<file path="config.mk">
export PLATFORM = sky130hd
export DESIGN_NAME = instr_fetch_flat
export DESIGN_NICKNAME = d
export VERILOG_FILES = /design/src/rtl/instr_fetch_if.sv /design/src/rtl/instr_fetch.sv /design/src/flat_wrapper.sv
export SDC_FILE = /design/constraint.sdc
export NUM_CORES = 1
export LEC_CHECK = 0
export ABC_AREA = 1
export CELL_PAD_IN_SITES_DETAIL_PLACEMENT = 1
export CELL_PAD_IN_SITES_GLOBAL_PLACEMENT = 1
export CORE_ASPECT_RATIO = 1.5
export CORE_UTILIZATION = 29
export DETAILED_ROUTE_END_ITERATION = 8
export MAX_ROUTING_LAYER = met4
export PLACE_DENSITY_LB_ADDON = 0.2
export SLEW_MARGIN = 10
export SYNTH_ARGS = -nofsm -noshare
export SYNTH_HDL_FRONTEND = slang
export SYNTH_SLANG_ARGS = --single-unit
</file>
<file path="constraint.sdc">
create_clock -name clk -period 1.42 [get_ports clk]
set_input_delay 0.213 -clock clk [delete_from_list [all_inputs] [get_ports clk]]
set_output_delay 0.213 -clock clk [all_outputs]
set_load 0.05 [all_outputs]
</file>
<file path="src/rtl/instr_fetch_if.sv">
`default_nettype none
// ============================================================================
// Module   : instr_fetch_if
// Purpose  : Fetch request, byte-wide memory bus and instruction handshake.
// Revision : 1.0
// ============================================================================
interface instr_fetch_if #(
  parameter int DWIDTH = 8,
  parameter int IWIDTH = 16
);
  logic [DWIDTH-1:0] pc;
  logic              fetch_en;
  logic              flush;
  logic              mem_req;
  logic [DWIDTH-1:0] mem_addr;
  logic              mem_ack;
  logic [7:0]        mem_rdata;
  logic [IWIDTH-1:0] instr;
  logic              instr_valid;
  logic              instr_ready;
  logic              align_err;
  logic              busy;

  modport master (
    input  pc, fetch_en, flush, mem_ack, mem_rdata, instr_ready,
    output mem_req, mem_addr, instr, instr_valid, align_err, busy
  );

  modport slave (
    output pc, fetch_en, flush, mem_ack, mem_rdata, instr_ready,
    input  mem_req, mem_addr, instr, instr_valid, align_err, busy
  );
endinterface
`default_nettype wire

</file>
<file path="src/rtl/instr_fetch.sv">
`default_nettype none
// ============================================================================
// Module   : instr_fetch
// Purpose  : Fetches a 16-bit little-endian instruction as two byte reads.
// Revision : 1.0
// ============================================================================
module instr_fetch #(
  parameter int DWIDTH = 8,
  parameter int IWIDTH = 16
) (
  input  logic          clk,
  input  logic          reset,
  instr_fetch_if.master bus
);

  typedef enum logic [1:0] {
    IDLE   = 2'd0,
    REQ_LO = 2'd1,
    REQ_HI = 2'd2,
    VALID  = 2'd3
  } state_t;

  state_t            r_state;
  logic [DWIDTH-1:0] r_addr;
  logic [IWIDTH-1:0] r_instr;
  logic              r_mem_req;
  logic              r_instr_valid;
  logic              r_align_err;
  logic              r_busy;

  assign bus.mem_req     = r_mem_req;
  assign bus.mem_addr    = r_addr;
  assign bus.instr       = r_instr;
  assign bus.instr_valid = r_instr_valid;
  assign bus.align_err   = r_align_err;
  assign bus.busy        = r_busy;

  always_ff @(posedge clk or negedge reset) begin
    if (!reset) begin
      r_state       <= IDLE;
      r_addr        <= '0;
      r_instr       <= '0;
      r_mem_req     <= 1'b0;
      r_instr_valid <= 1'b0;
      r_align_err   <= 1'b0;
      r_busy        <= 1'b0;
    end else begin
      r_align_err <= 1'b0;
      // Flush beats any ack or handshake in the same cycle; captured data is dropped.
      if (bus.flush) begin
        r_state       <= IDLE;
        r_mem_req     <= 1'b0;
        r_instr_valid <= 1'b0;
        r_busy        <= 1'b0;
      end else begin
        case (r_state)
          IDLE: begin
            if (bus.fetch_en) begin
              if (bus.pc[0]) begin
                r_align_err <= 1'b1;
              end else begin
                r_addr    <= bus.pc;
                r_state   <= REQ_LO;
                r_mem_req <= 1'b1;
                r_busy    <= 1'b1;
              end
            end
          end
          REQ_LO: begin
            if (bus.mem_ack) begin
              r_instr[7:0] <= bus.mem_rdata;
              r_addr       <= r_addr + DWIDTH'(1);
              r_state      <= REQ_HI;
            end
          end
          REQ_HI: begin
            if (bus.mem_ack) begin
              r_instr[IWIDTH-1:8] <= bus.mem_rdata;
              r_state             <= VALID;
              r_mem_req           <= 1'b0;
              r_instr_valid       <= 1'b1;
            end
          end
          VALID: begin
            if (bus.instr_ready) begin
              r_instr_valid <= 1'b0;
              // An even-pc fetch accepted with the handshake chains straight into the next read.
              if (bus.fetch_en && !bus.pc[0]) begin
                r_addr    <= bus.pc;
                r_state   <= REQ_LO;
                r_mem_req <= 1'b1;
              end else begin
                r_state     <= IDLE;
                r_busy      <= 1'b0;
                r_align_err <= bus.fetch_en;
              end
            end
          end
          default: begin
            r_state       <= IDLE;
            r_mem_req     <= 1'b0;
            r_instr_valid <= 1'b0;
            r_busy        <= 1'b0;
          end
        endcase
      end
    end
  end

endmodule
`default_nettype wire

</file>
<file path="src/flat_wrapper.sv">
// flat-port wrapper written by rule: the top's interface ports become plain ports
module instr_fetch_flat 
#(
  parameter int DWIDTH = 8,
  parameter int IWIDTH = 16
)
  (clk, reset, bus_pc, bus_fetch_en, bus_flush, bus_mem_ack, bus_mem_rdata, bus_instr_ready, bus_mem_req, bus_mem_addr, bus_instr, bus_instr_valid, bus_align_err, bus_busy);
  instr_fetch_if #(.DWIDTH(DWIDTH), .IWIDTH(IWIDTH)) bus_i ();
  input  logic clk;
  input  logic reset;
  input wire logic [$bits(bus_i.pc)-1:0] bus_pc;
  input wire logic [$bits(bus_i.fetch_en)-1:0] bus_fetch_en;
  input wire logic [$bits(bus_i.flush)-1:0] bus_flush;
  input wire logic [$bits(bus_i.mem_ack)-1:0] bus_mem_ack;
  input wire logic [$bits(bus_i.mem_rdata)-1:0] bus_mem_rdata;
  input wire logic [$bits(bus_i.instr_ready)-1:0] bus_instr_ready;
  output wire logic [$bits(bus_i.mem_req)-1:0] bus_mem_req;
  output wire logic [$bits(bus_i.mem_addr)-1:0] bus_mem_addr;
  output wire logic [$bits(bus_i.instr)-1:0] bus_instr;
  output wire logic [$bits(bus_i.instr_valid)-1:0] bus_instr_valid;
  output wire logic [$bits(bus_i.align_err)-1:0] bus_align_err;
  output wire logic [$bits(bus_i.busy)-1:0] bus_busy;
  assign bus_i.pc = bus_pc;
  assign bus_i.fetch_en = bus_fetch_en;
  assign bus_i.flush = bus_flush;
  assign bus_i.mem_ack = bus_mem_ack;
  assign bus_i.mem_rdata = bus_mem_rdata;
  assign bus_i.instr_ready = bus_instr_ready;
  assign bus_mem_req = bus_i.mem_req;
  assign bus_mem_addr = bus_i.mem_addr;
  assign bus_instr = bus_i.instr;
  assign bus_instr_valid = bus_i.instr_valid;
  assign bus_align_err = bus_i.align_err;
  assign bus_busy = bus_i.busy;
  instr_fetch #(.DWIDTH(DWIDTH), .IWIDTH(IWIDTH)) u_core (.clk(clk), .reset(reset), .bus(bus_i));
endmodule
</file>
==> metrics.md <==
| Metric | Value |
|---|---|
| Hold violation count in the final report | 0 |
| IR Drop Worst-Case VDD | 1.460 mV |
| CP required | 1630 ps |
| Violated checks | setup timing |
| Root buf cell | sky130_fd_sc_hd__clkbuf_8 |
| Boundary pin count | 50 |
| Total number of vias | 1745 |
| Remaining Overflow, GRT | 0 |
| Pre-Repair DR Iteration Count | 4 |
| Most used cell, CP | sky130_fd_sc_hd__nand2_1 |
| Maximum achievable frequency | 626.8 MHz |
| Worst slack at placement | -182.5 ps |
| Power density over the cells | 2572 mW/mm^2 |
| Min Hold Slack | 295.0 ps |
| Launching element type of the critical path | flip-flop |
| Kind of path behind the tightest hold check | input port to asynchronous set/reset pin |
| Setup violations, final | 13 |
| GPL Wtd Cong | 0.8166 |
| Total half-perimeter wirelength after legalization and detailed placement | 3.929 mm |
| Vias in the first global route | 1837 |
| Area enclosed by the die boundary | 0.005901 mm^2 |
| Diodes inserted | 0 |
| Post-Syn Area per Cell | 7.507 um^2 |
| Num Clock Sinks | 30 |
| Std-Cell Rows | 33 |
| Setup repair after global routing missed its margin | true |
| Status | complete, but fails checks |
| I/O Buffers | 49 |
| TritonCTS clock tree | built |
| Setup ws final | -175.4 ps |
| Total cell area at the placement stage | 0.002715 mm^2 |
| P&R area growth vs syn | 97.22% |
| DRT Wirelength | 5.708 mm |
| Kind of critical path | flip-flop to flip-flop |
| TritonCTS buffer count | 5 |
| Syn. warnings | 0 |
| Synthesis-stage register bit count | 30 |
| Relative max-transition margin | 0.8102 |
| Final worst clock skew | 8.453 ps |
| Slowest CP cell | sky130_fd_sc_hd__dfrtp_2 |
| Worst-path cell chain | inv_4, ha_4, inv_2, nand2_1, nand2_1, nand2_2, nor2_4, buf_12, nor2_2, a21oi_2 |
| Clock insertion delay at the later pin of the skew report | 280 ps |
| Delay of the slowest critical-path stage | 510 ps |
| Global-route wire length before repair | 8.611 mm |
| Maximum count of clock buffers along a single path | 2 |
| Drc violations | 0 |
| Number of fillers in the final layout | 603 |
| Standard cell core area | 0.005409 mm^2 |
| Sequential element share of the synthesized area | 0.4630 |
| Critical path buffer and inverter count | 3 |
| Data arrival time of the worst path | 1810 ps |
| Cell leakage power | 1.491 nW |
| Global routing usage summed across all routing layers | 0.1956 |
| Family with the most delay on the worst path | flip-flops |
| Post-route standard cell area excluding fillers | 0.003198 mm^2 |
| Area of the mapped netlist | 0.001622 mm^2 |
| Clock-pin slew reported for the worst setup and hold paths after clock tree synthesis | 70 ps |
| Critical path endpoint category | flip-flop |
| Max-slew violations | 0 |
| Pin slew with the least headroom to its limit | 284.1 ps |
| Number of H-tree levels | 2 |
| Height of the die | 93.59 um |
| Max cap viols | 0 |
| Final Critical Period | 1595 ps |
| Violation count after the first detailed-route iteration | 69 |
| Share of final-layout standard cells stronger than drive strength 1 | 0.4332 |
| Initial antenna violation count | 0 |
| Die outline width | 63.06 um |
| Maximum number of pins on one net before global-route repair | 31 |
| Library cells used by synthesis | 19 |
| Mapped Cells | 216 |
| Wire length per cell after detailed routing | 15.14 um |
| Maximum fanout along the worst path | 6 |
| Period Utilization, post-route | 1.123 |
| Starting Density | 0.2998 |
| Count of antenna-violating nets left after detailed routing | 0 |
| Synthesized Nets | 245 |
| Post-layout nets | 336 |
| Post-DR vias/cell | 4.629 |
==> registers in the layout (all words and copies together) (netlist names) <==
signal and count:
u_core.bus.instr 16, u_core.bus.mem_addr 8, u_core.bus.mem_req 1, u_core.bus.instr_valid 1
u_core.r_state 2, u_core.bus.busy 1, u_core.bus.align_err 1
==> routing by layer <==
layer  global-route usage  wire, um  vias to the layer above
met5                    -         0                        -
met4              0.07752        99                        0
met3              0.03537       142                        8
met2               0.3611      3237                       35
met1               0.2015      2229                      837
li1                     -         -                      865
==> final timing paths <==
| kind | start | slack, ps | cells after the start | end |
|---|---|---|---|---|
| setup reg to reg | u_core.r_state[0] | -180 | 10 | u_core.bus.mem_addr[2] |
| min in group clk | bus_mem_rdata[0] | 500 | 3 | u_core.bus.instr[8] |
| setup / recovery | u_core.r_state[0] | -180 | 10 | u_core.bus.mem_addr[2] |
| hold reg to reg | u_core.bus.instr[2] | 560 | 2 | u_core.bus.instr[2] |
| max in group asynchronous | reset | 930 | 2 | u_core.r_state[1] |
| hold / removal | reset | 300 | 2 | u_core.bus.instr[3] |
==> cell families after synthesis <==
kind of cell / after synthesis / share of synthesized area
and+or+nand+nor: 110 / 0.2832
AOI/OAI and AO/OA: 36 / 0.1127
buffers and inverters: 33 / 0.08719
DFF: 30 / 0.4630
adders and majority gates: 7 / 0.05401
==> cell usage in the layout (no fill, tap or decap), drive strengths merged <==
cell type      Yosys  routed
clkbuf             0       7
buf                5      67
nor3               3       3
clkinvlp           0       1
bufinv             0       1
nand2             66      66
nand3b             2       2
dfrtp             30      30
a22oi              1       1
a21oi              8       8
ha                 7       7
o21ai             27      27
nand3             14      14
inv               28      27
nor4               1       1
clkdlybuf4s50      0      21
nor2              24      24
==> repair_timing <==
item / 4_1_cts / 5_1_grt
pin swaps: 1 / 19
gates resized for setup: 12 / 75
endpoints found under the setup margin: 20 / 22
hold buffers: 0 / 0
buffers inserted: 1 / 6
cloned: 0 / 2
==> layout make-up <==
type	instances	area (um^2)	area share
clock inverter	1	30.03	0.009390
timing repair buffer	89	1145	0.3580
clock buffer	6	82.58	0.02582
tap	70	87.58	0.02739
multi-input combinational	153	982.2	0.3071
sequential	30	757.0	0.2367
inverter	28	113.9	0.03560
==> synthesized netlist by cell type <==
cell type / n / area, um^2
sky130_fd_sc_hd__nand3_1: 13 / 65.06
sky130_fd_sc_hd__o21ai_1: 2 / 10.01
sky130_fd_sc_hd__a22oi_1: 1 / 7.510
sky130_fd_sc_hd__inv_1: 28 / 105.1
sky130_fd_sc_hd__nand2_1: 65 / 244.0
sky130_fd_sc_hd__nor3_1: 3 / 15.01
sky130_fd_sc_hd__ha_1: 7 / 87.58
sky130_fd_sc_hd__buf_6: 1 / 11.26
sky130_fd_sc_hd__a21oi_1: 8 / 40.04
sky130_fd_sc_hd__nand3b_1: 2 / 15.01
sky130_fd_sc_hd__nand3_2: 1 / 10.01
sky130_fd_sc_hd__buf_4: 2 / 15.01
sky130_fd_sc_hd__nor4_1: 1 / 6.260
sky130_fd_sc_hd__o21ai_0: 25 / 125.1
sky130_fd_sc_hd__dfrtp_1: 30 / 750.7
sky130_fd_sc_hd__nor2_4: 1 / 11.26
sky130_fd_sc_hd__nor2_1: 23 / 86.33
sky130_fd_sc_hd__nand2_2: 1 / 6.260
sky130_fd_sc_hd__buf_2: 2 / 10.01
==> report_power, final <==
part | internal, mW | leakage, nW | total, mW | switching, mW
Sequential | 1.26 | 0.365 | 1.86 | 0.602
Combinational | 2.67 | 1.07 | 5.48 | 2.81
Clock | 0.561 | 0.0573 | 0.885 | 0.324
==> per-stage QoR <==
step	setup TNS (ps)	utilization	std cells	power [mW]
2_1_floorplan	0	-	216	3.927
3_3_place_gp	-2584	0.5020	361	6.375
3_5_place_dp	-3541	0.5020	361	6.503
4_1_cts	-878.3	0.5330	369	7.539
5_1_grt	-3412	0.5913	377	8.650
6_report	-1769	0.5913	377	8.225
(Power assumes the default switching activity.)
